--- src/rtl/fu_wb_fifo_pkg.sv ---
// Shared pipeline package: CDB result format and writeback-buffer sizing.
package fu_wb_fifo_pkg;

  localparam int ROB_ID_W      = 6;
  localparam int PREG_W        = 7;
  localparam int XLEN          = 32;
  localparam int WB_FIFO_DEPTH = 4;

  typedef enum logic [1:0] {
    FU_ALU0 = 2'd0,
    FU_ALU1 = 2'd1,
    FU_MDU  = 2'd2,
    FU_LSU  = 2'd3
  } fu_id_t;

  typedef struct packed {
    logic [ROB_ID_W-1:0] rob_id;
    logic                r_valid;
    logic [PREG_W-1:0]   prd;
    logic [XLEN-1:0]     wdata;
    logic                exc_valid;
  } cdb_info_t;

endpackage

--- src/rtl/handshake_if.sv ---
// Generic valid/ready channel with sender and receiver views.
interface handshake_if #(
  parameter int W = 1
);
  logic         valid;
  logic         ready;
  logic [W-1:0] data;

  modport sender   (output valid, output data, input  ready);
  modport receiver (input  valid, input  data, output ready);
endinterface

--- src/rtl/fu_wb_fifo.sv ---
// Per-FU writeback buffer feeding one CDB arbiter port; strict FIFO order,
// results without r_valid are acknowledged but not stored.
module fu_wb_fifo
  import fu_wb_fifo_pkg::*;
#(
  parameter int DEPTH = WB_FIFO_DEPTH,
  parameter int CNT_W = $clog2(DEPTH + 1)
) (
  input  logic                      clk,
  input  logic                      rst,
  input  logic                      flush,
  input  logic                      in_valid,
  output logic                      in_ready,
  input  logic [$bits(cdb_info_t)-1:0] in_data,
  output logic                      out_valid,
  input  logic                      out_ready,
  output logic [$bits(cdb_info_t)-1:0] out_data,
  output logic [CNT_W-1:0]          count
);

  localparam int PTR_W = $clog2(DEPTH);
  localparam int DW    = $bits(cdb_info_t);
  localparam logic [CNT_W-1:0] FULL_C  = CNT_W'(DEPTH);
  localparam logic [CNT_W-1:0] ZERO_C  = {CNT_W{1'b0}};
  localparam logic [CNT_W-1:0] ONE_C   = CNT_W'(1);
  localparam logic [PTR_W-1:0] PONE_C  = PTR_W'(1);

  handshake_if #(.W(DW)) in_if ();
  handshake_if #(.W(DW)) out_if ();

  cdb_info_t        mem_r [DEPTH];
  cdb_info_t        in_info_s;
  logic [PTR_W-1:0] wr_ptr_r;
  logic [PTR_W-1:0] rd_ptr_r;
  logic [CNT_W-1:0] count_r;
  logic [CNT_W-1:0] count_next_s;
  logic             in_ready_r;
  logic             out_valid_r;
  logic             push_s;
  logic             pop_s;

  assign in_if.valid  = in_valid;
  assign in_if.data   = in_data;
  assign in_if.ready  = in_ready_r;
  assign in_ready     = in_if.ready;

  assign out_if.valid = out_valid_r;
  assign out_if.data  = mem_r[rd_ptr_r];
  assign out_if.ready = out_ready;
  assign out_valid    = out_if.valid;
  assign out_data     = out_if.data;

  assign count        = count_r;
  assign in_info_s    = cdb_info_t'(in_if.data);

  // Ready comes from registered occupancy only, so a pop never frees a slot in the same cycle.
  assign push_s = in_if.valid & in_if.ready & in_info_s.r_valid & ~flush;
  assign pop_s  = out_if.valid & out_if.ready & ~flush;

  // Next occupancy from the push/pop pair.
  always_comb begin
    count_next_s = count_r;
    case ({push_s, pop_s})
      2'b10:   count_next_s = count_r + ONE_C;
      2'b01:   count_next_s = count_r - ONE_C;
      default: count_next_s = count_r;
    endcase
  end

  // Pointer, occupancy and handshake-flag state.
  always_ff @(posedge clk or posedge rst) begin
    if (rst) begin
      wr_ptr_r    <= {PTR_W{1'b0}};
      rd_ptr_r    <= {PTR_W{1'b0}};
      count_r     <= ZERO_C;
      in_ready_r  <= 1'b1;
      out_valid_r <= 1'b0;
    end else if (flush) begin
      wr_ptr_r    <= {PTR_W{1'b0}};
      rd_ptr_r    <= {PTR_W{1'b0}};
      count_r     <= ZERO_C;
      in_ready_r  <= 1'b1;
      out_valid_r <= 1'b0;
    end else begin
      if (push_s) begin
        wr_ptr_r <= wr_ptr_r + PONE_C;
      end
      if (pop_s) begin
        rd_ptr_r <= rd_ptr_r + PONE_C;
      end
      count_r     <= count_next_s;
      in_ready_r  <= (count_next_s != FULL_C);
      out_valid_r <= (count_next_s != ZERO_C);
    end
  end

  // Entry storage; contents are don't-care until written, so no reset.
  always_ff @(posedge clk) begin
    if (push_s) begin
      mem_r[wr_ptr_r] <= in_info_s;
    end
  end

endmodule

--- config.mk ---
export PLATFORM = sky130hd
export DESIGN_NAME = fu_wb_fifo
export DESIGN_NICKNAME = d
export VERILOG_FILES = /design/src/rtl/fu_wb_fifo_pkg.sv /design/src/rtl/handshake_if.sv /design/src/rtl/fu_wb_fifo.sv
export SDC_FILE = /design/constraint.sdc
export NUM_CORES = 1
export LEC_CHECK = 0
export BUFFER_PORTS_ARGS = -buffer_cell sky130_fd_sc_hd__buf_2
export CORE_MARGIN = 8
export CORE_UTILIZATION = 57
export CTS_BUF_LIST = sky130_fd_sc_hd__clkbuf_4 sky130_fd_sc_hd__clkbuf_8
export CTS_CLUSTER_SIZE = 28
export DETAILED_ROUTE_END_ITERATION = 10
export GPL_TIMING_DRIVEN = 0
export PLACE_DENSITY = 0.81
export SKIP_CTS_REPAIR_TIMING = 1
export SLEW_MARGIN = 20
export SYNTH_ARGS = -nofsm -noshare
export SYNTH_HDL_FRONTEND = slang
export SYNTH_SLANG_ARGS = --single-unit
--- constraint.sdc ---
create_clock -name clk -period 2.9 [get_ports clk]
set_input_delay 0.725 -clock clk [delete_from_list [all_inputs] [get_ports clk]]
set_output_delay 0.725 -clock clk [all_outputs]
set_load 0.05 [all_outputs]
Word-level counts from Yosys, hierarchy flattened
Memories as Yosys holds them, arrays and structs flattened.
Cells that the tools add are included.
{"block": "totals", "word_cells": 32, "ff_bits": 9, "mem_bits_rw": 188, "memories": 1}
{"block": "classes", "addsub": 4, "reduce_logical": 3, "n_eq_ne": 3, "bitwise": 6, "mux": 10}
{"memory": "mem_r", "depth": 4, "width": 47, "read_ports": 1, "rd_clocked_by_memory_dff": 0, "write_ports": 1, "line_no": "fu_wb_fifo.sv:31", "text": "cdb_info_t mem_r [DEPTH];"}
{"operator": "2-to-1 mux 2 bit", "n": 4}
{"operator": "one-hot mux 3 bit (2 select lines)", "n": 1}
{"operator": "AND 1 bit", "n": 5}
{"operator": "adder 2 x 1 -> 2 bit (second input constant)", "n": 2}
{"operator": "2-to-1 mux 1 bit", "n": 4}
{"operator": "nonzero test 2 bit", "n": 2}
{"operator": "adder 3 x 1 -> 3 bit (second input constant)", "n": 1}
{"operator": "2-to-1 mux 3 bit", "n": 1}
{"operator": "inequality test 3 bit (second input constant)", "n": 1}
{"operator": "nonzero test 3 bit", "n": 1}
{"operator": "subtractor 3 x 1 -> 3 bit (second input constant)", "n": 1}
{"operator": "equality test 2 x 1 -> 1 bit (second input constant)", "n": 1}
{"operator": "equality test 2 bit (second input constant)", "n": 1}
{"operator": "NOT 1 bit", "n": 1}

Depth between registers and ports, before layout
{"block": "depth", "ltp_word": 7, "depth_mapped": 9, "mapped_depth_nobuf": 9}

Least setup slack after synthesis
OpenSTA, ideal clock, no wires.
{"block": "synth_path", "path_type": "register to register", "from": "reg in_ready_r (netlist: in_ready)", "to": "mem mem_r[0][0] (netlist name), enable pin", "path_slack_ps": 260, "setup_time_ps": 409, "n_path_buf": 0, "t_arrival_ps": 2231, "stages_incl_launch_ff": 4, "path_cell_list": "dfstp_2 -> nand3_1 -> nor2_1 -> and2_1"}
{"block": "synth_via", "elab_chain_len": 5}
{"element": "from (decl)", "line_no": "fu_wb_fifo.sv:37", "text": "logic in_ready_r;"}
{"element": "from (signal assigned)", "line_no": "fu_wb_fifo.sv:92", "text": "in_ready_r <= (count_next_s != FULL_C);"}
{"element": "AND 1 bit (3 in series)", "line_no": "fu_wb_fifo.sv:57", "text": "assign push_s = in_if.valid & in_if.ready & in_info_s.r_valid & ~flush;"}
{"element": "2-to-1 mux 1 bit", "line_no": "fu_wb_fifo.sv:99", "text": "if (push_s) begin"}
{"element": "2-to-1 mux 1 bit (not written as such)", "line_no": "fu_wb_fifo.sv:100", "text": "mem_r[wr_ptr_r] <= in_info_s;"}
{"element": "to (decl)", "line_no": "fu_wb_fifo.sv:31"}
No other way between the ends.

Worst setup path in the final report
{"block": "layout_path", "from": "reg rd_ptr_r[1]", "to": "out out_data[42]"}
{"block": "layout_via", "elab_chain_len": 1}
{"element": "from (decl)", "line_no": "fu_wb_fifo.sv:34", "text": "logic [PTR_W-1:0] rd_ptr_r;"}
{"element": "from (signal assigned)", "line_no": "fu_wb_fifo.sv:74", "text": "rd_ptr_r <= {PTR_W{1'b0}};"}
{"element": "from (signal assigned)", "line_no": "fu_wb_fifo.sv:80", "text": "rd_ptr_r <= {PTR_W{1'b0}};"}
{"element": "from (signal assigned)", "line_no": "fu_wb_fifo.sv:89", "text": "rd_ptr_r <= rd_ptr_r + PONE_C;"}
{"element": "memory (4 x 47 bit)"}
{"element": "to (decl)", "line_no": "fu_wb_fifo.sv:17", "text": "output logic [$bits(cdb_info_t)-1:0] out_data,"}
No other way between the ends.

==> reports/results.txt <==
initial drt markers - 249
Routed WL - 12.6 mm
Synth Area per Inst - 24.4 sq um
crit path time final - 2.75 ns
total negative slack - 0 ns
GPL Wtd Cong - 0.753
CTS buffer count - 17
Cell Area, Synth - 7330 sq um
RSZ-0062 raised after global routing - false
Max Cap Viol - 0
crit path cell chain - clkbuf_1 > mux4_2 > buf_2
maximum clock rate - 363 MHz
Layout Utilization - 0.674
initial antenna violation count - 0
period utilization - 0.949
Worst-path clk slew - 0.09 ns
Chip Height - 129 um
die area - 16700 sq um
pwr/cell area - 633 nW/um^2
H-tree depth - 4
worst endpoint required time - 2.17 ns
maximum VDD drop - 0.416 mV
Top Ports - 104
CTS tree - done
endpoints failing setup - 0
Seq/Total Area, Yosys - 0.801
nature of the critical path startpoint - register
largest net degree at the start of global routing - 48
Synth Instances - 300
async set-reset flop share out of synthesis - 0.0457
share of layout cells above drive strength 1 - 0.444
top_reg_cell synth - edfxtp_1
Buf/Inv on CP - 2
clk_lat worst skew - 0.46 ns
grt ovf - 0
Synth Register Bits - 197
final net count - 480
Hold WC Path Type - input port to async pin
WS Path Type - register to output pin
Distinct cells, synth - 27
Tot GR Track Use - 0.161
fin. max-slew vios - 0
pre-CTS WS - 0.0768 ns
via-per-instance ratio - 5.52
Final Skew - 0.0110 ns
Top Layer Used - met4
metal3 WL - 933 um
Worst path max stage delay - 0.55 ns
vias in the first global route - 3695
delay-heaviest family, CP - buffers and inverters
first-pass GRT wire length - 19.5 mm
data arrival time of the worst path - 2.03 ns
final hold vios - 0
CP Max Fanout - 10
initial core utilization - 0.583
Avg WL per Cell - 20.7 um
static leakage - 0.00287 uW
Post-synth EDFFs - 188
routed vias - 3356
fillers - 801
met1 WL - 4.92 mm
Slew Limit Headroom - 0.517
HPWL after DPL - 8.00 mm
# DRC - 0
CP max stage cell - clkbuf_1
worst slew pin tran - 0.724 ns
Synth warnings - 0
Detailed Routing Iterations Pass 1 - 4
Root Buffer - clkbuf_8
setup slack after layout - 0.147 ns
Layout area overhead - 15.6%
status - finished clean
WL met2 - 6.52 mm
clk buf depth - 2
Final ANT Viol Nets - 0
die width - 129 um
syn nets - 358
Site Rows - 41
CP Capture Type - output pin
Port Buffers - 103
CORE AREA - 12600 sq um
total clock sinks - 197
## power by group
part           switching [uW]  internal (uW)  total, uW
Combinational             304            150        454
Clock                     887            855       1740
Sequential               12.6           3150       3170
Total                    1200           4160       5360
## cells by family (layout without fill, tap and decap cells)
| kind of cell | Yosys count | in the layout | synth area share |
|---|---|---|---|
| flops | 197 | 197 | 0.801 |
| compound gates | 5 | 5 | 0.00427 |
| fa+ha+maj | 6 | 6 | 0.0113 |
| simple gates | 20 | 20 | 0.0135 |
| mux | 48 | 48 | 0.147 |
| other cells | 0 | 1 | 0 |
| xor+xnor | 5 | 5 | 0.00597 |
| buf+inv | 19 | 154 | 0.0172 |
## layer usage
| layer | track usage | vias to the layer above |
|---|---|---|
| met5 | 0 | - |
| met4 | 0.0650 | 0 |
| met3 | 0.0526 | 15 |
| met2 | 0.279 | 93 |
| met1 | 0.180 | 1747 |
| li1 | - | 1501 |
## area by class of cell
class | instances | area (sq um) | share of cell area
Clock buffer | 18 | 241 | 0.0285
Inverter | 7 | 26.3 | 0.00310
Multi-Input combinational cell | 84 | 1340 | 0.158
Timing Repair Buffer | 103 | 515 | 0.0608
Clock inverter | 14 | 160 | 0.0189
Tap cell | 172 | 215 | 0.0254
Buffer | 12 | 100 | 0.0118
Sequential cell | 197 | 5870 | 0.693
Antenna cell | 1 | 2.50 | 0.000295
## flip-flops by register name, summed over array words and instances (netlist names)
signal / count
rd_ptr_r: 2
wr_ptr_r: 2
count: 3
mem_r: 188
in_ready: 1
out_valid: 1
## cell usage after synthesis (2+ instances only)
master	count	area, sq um
edfxtp_1	188	5650
mux4_2	45	1010
nor2_1	9	33.8
dfrtp_1	8	200
inv_1	7	26.3
ha_1	5	62.6
and2_1	4	25.0
xor2_1	4	35.0
buf_2	3	15.0
buf_4	3	22.5
clkbuf_1	3	11.3
a21oi_1	2	10.0
buf_12	2	40.0
mux4_1	2	52.6
nand2_1	2	7.51
nand3_1	2	10.0
## stage by stage
stage | power, uW | instances | hold slack [ns] | area, sq um
finish | 5360 | 608 | 0.221 | 8480
global route | 5540 | 607 | 0.235 | 8470
CTS | 5410 | 607 | 0.200 | 8470
detailed placement | 3690 | 575 | 0.600 | 8070
global placement | 3680 | 575 | 0.547 | 8060
floorplan | 3560 | 300 | 0.542 | 7330
## path summary, 6_finish.rpt
path                       cells after the start   startpoint  slack, ns            to
setup / recovery                               3  rd_ptr_r[1]       0.15  out_data[42]
hold / removal                                 2          rst       0.22      count[2]
setup reg to reg                               9     in_ready       0.43      in_ready
hold reg to reg                                2  wr_ptr_r[1]       0.62   wr_ptr_r[1]
max in group asynchronous                      2          rst       2.37      in_ready
min in group clk                               1  in_data[30]       0.48  mem_r[2][30]
## cells in the final DEF, fill, tap and decap left out, types with 4 or more instances in the layout
cell type  Yosys  final
xor2_1         4      4
mux4_2        45     45
clkinv_2       0      5
nor2_1         9      9
edfxtp_1     188    188
clkbuf_8       0     17
inv_1          7      7
ha_1           5      5
and2_4         0      4
buf_2          3    106
dfrtp_1        8      8
(Power assumes the default switching activity.)
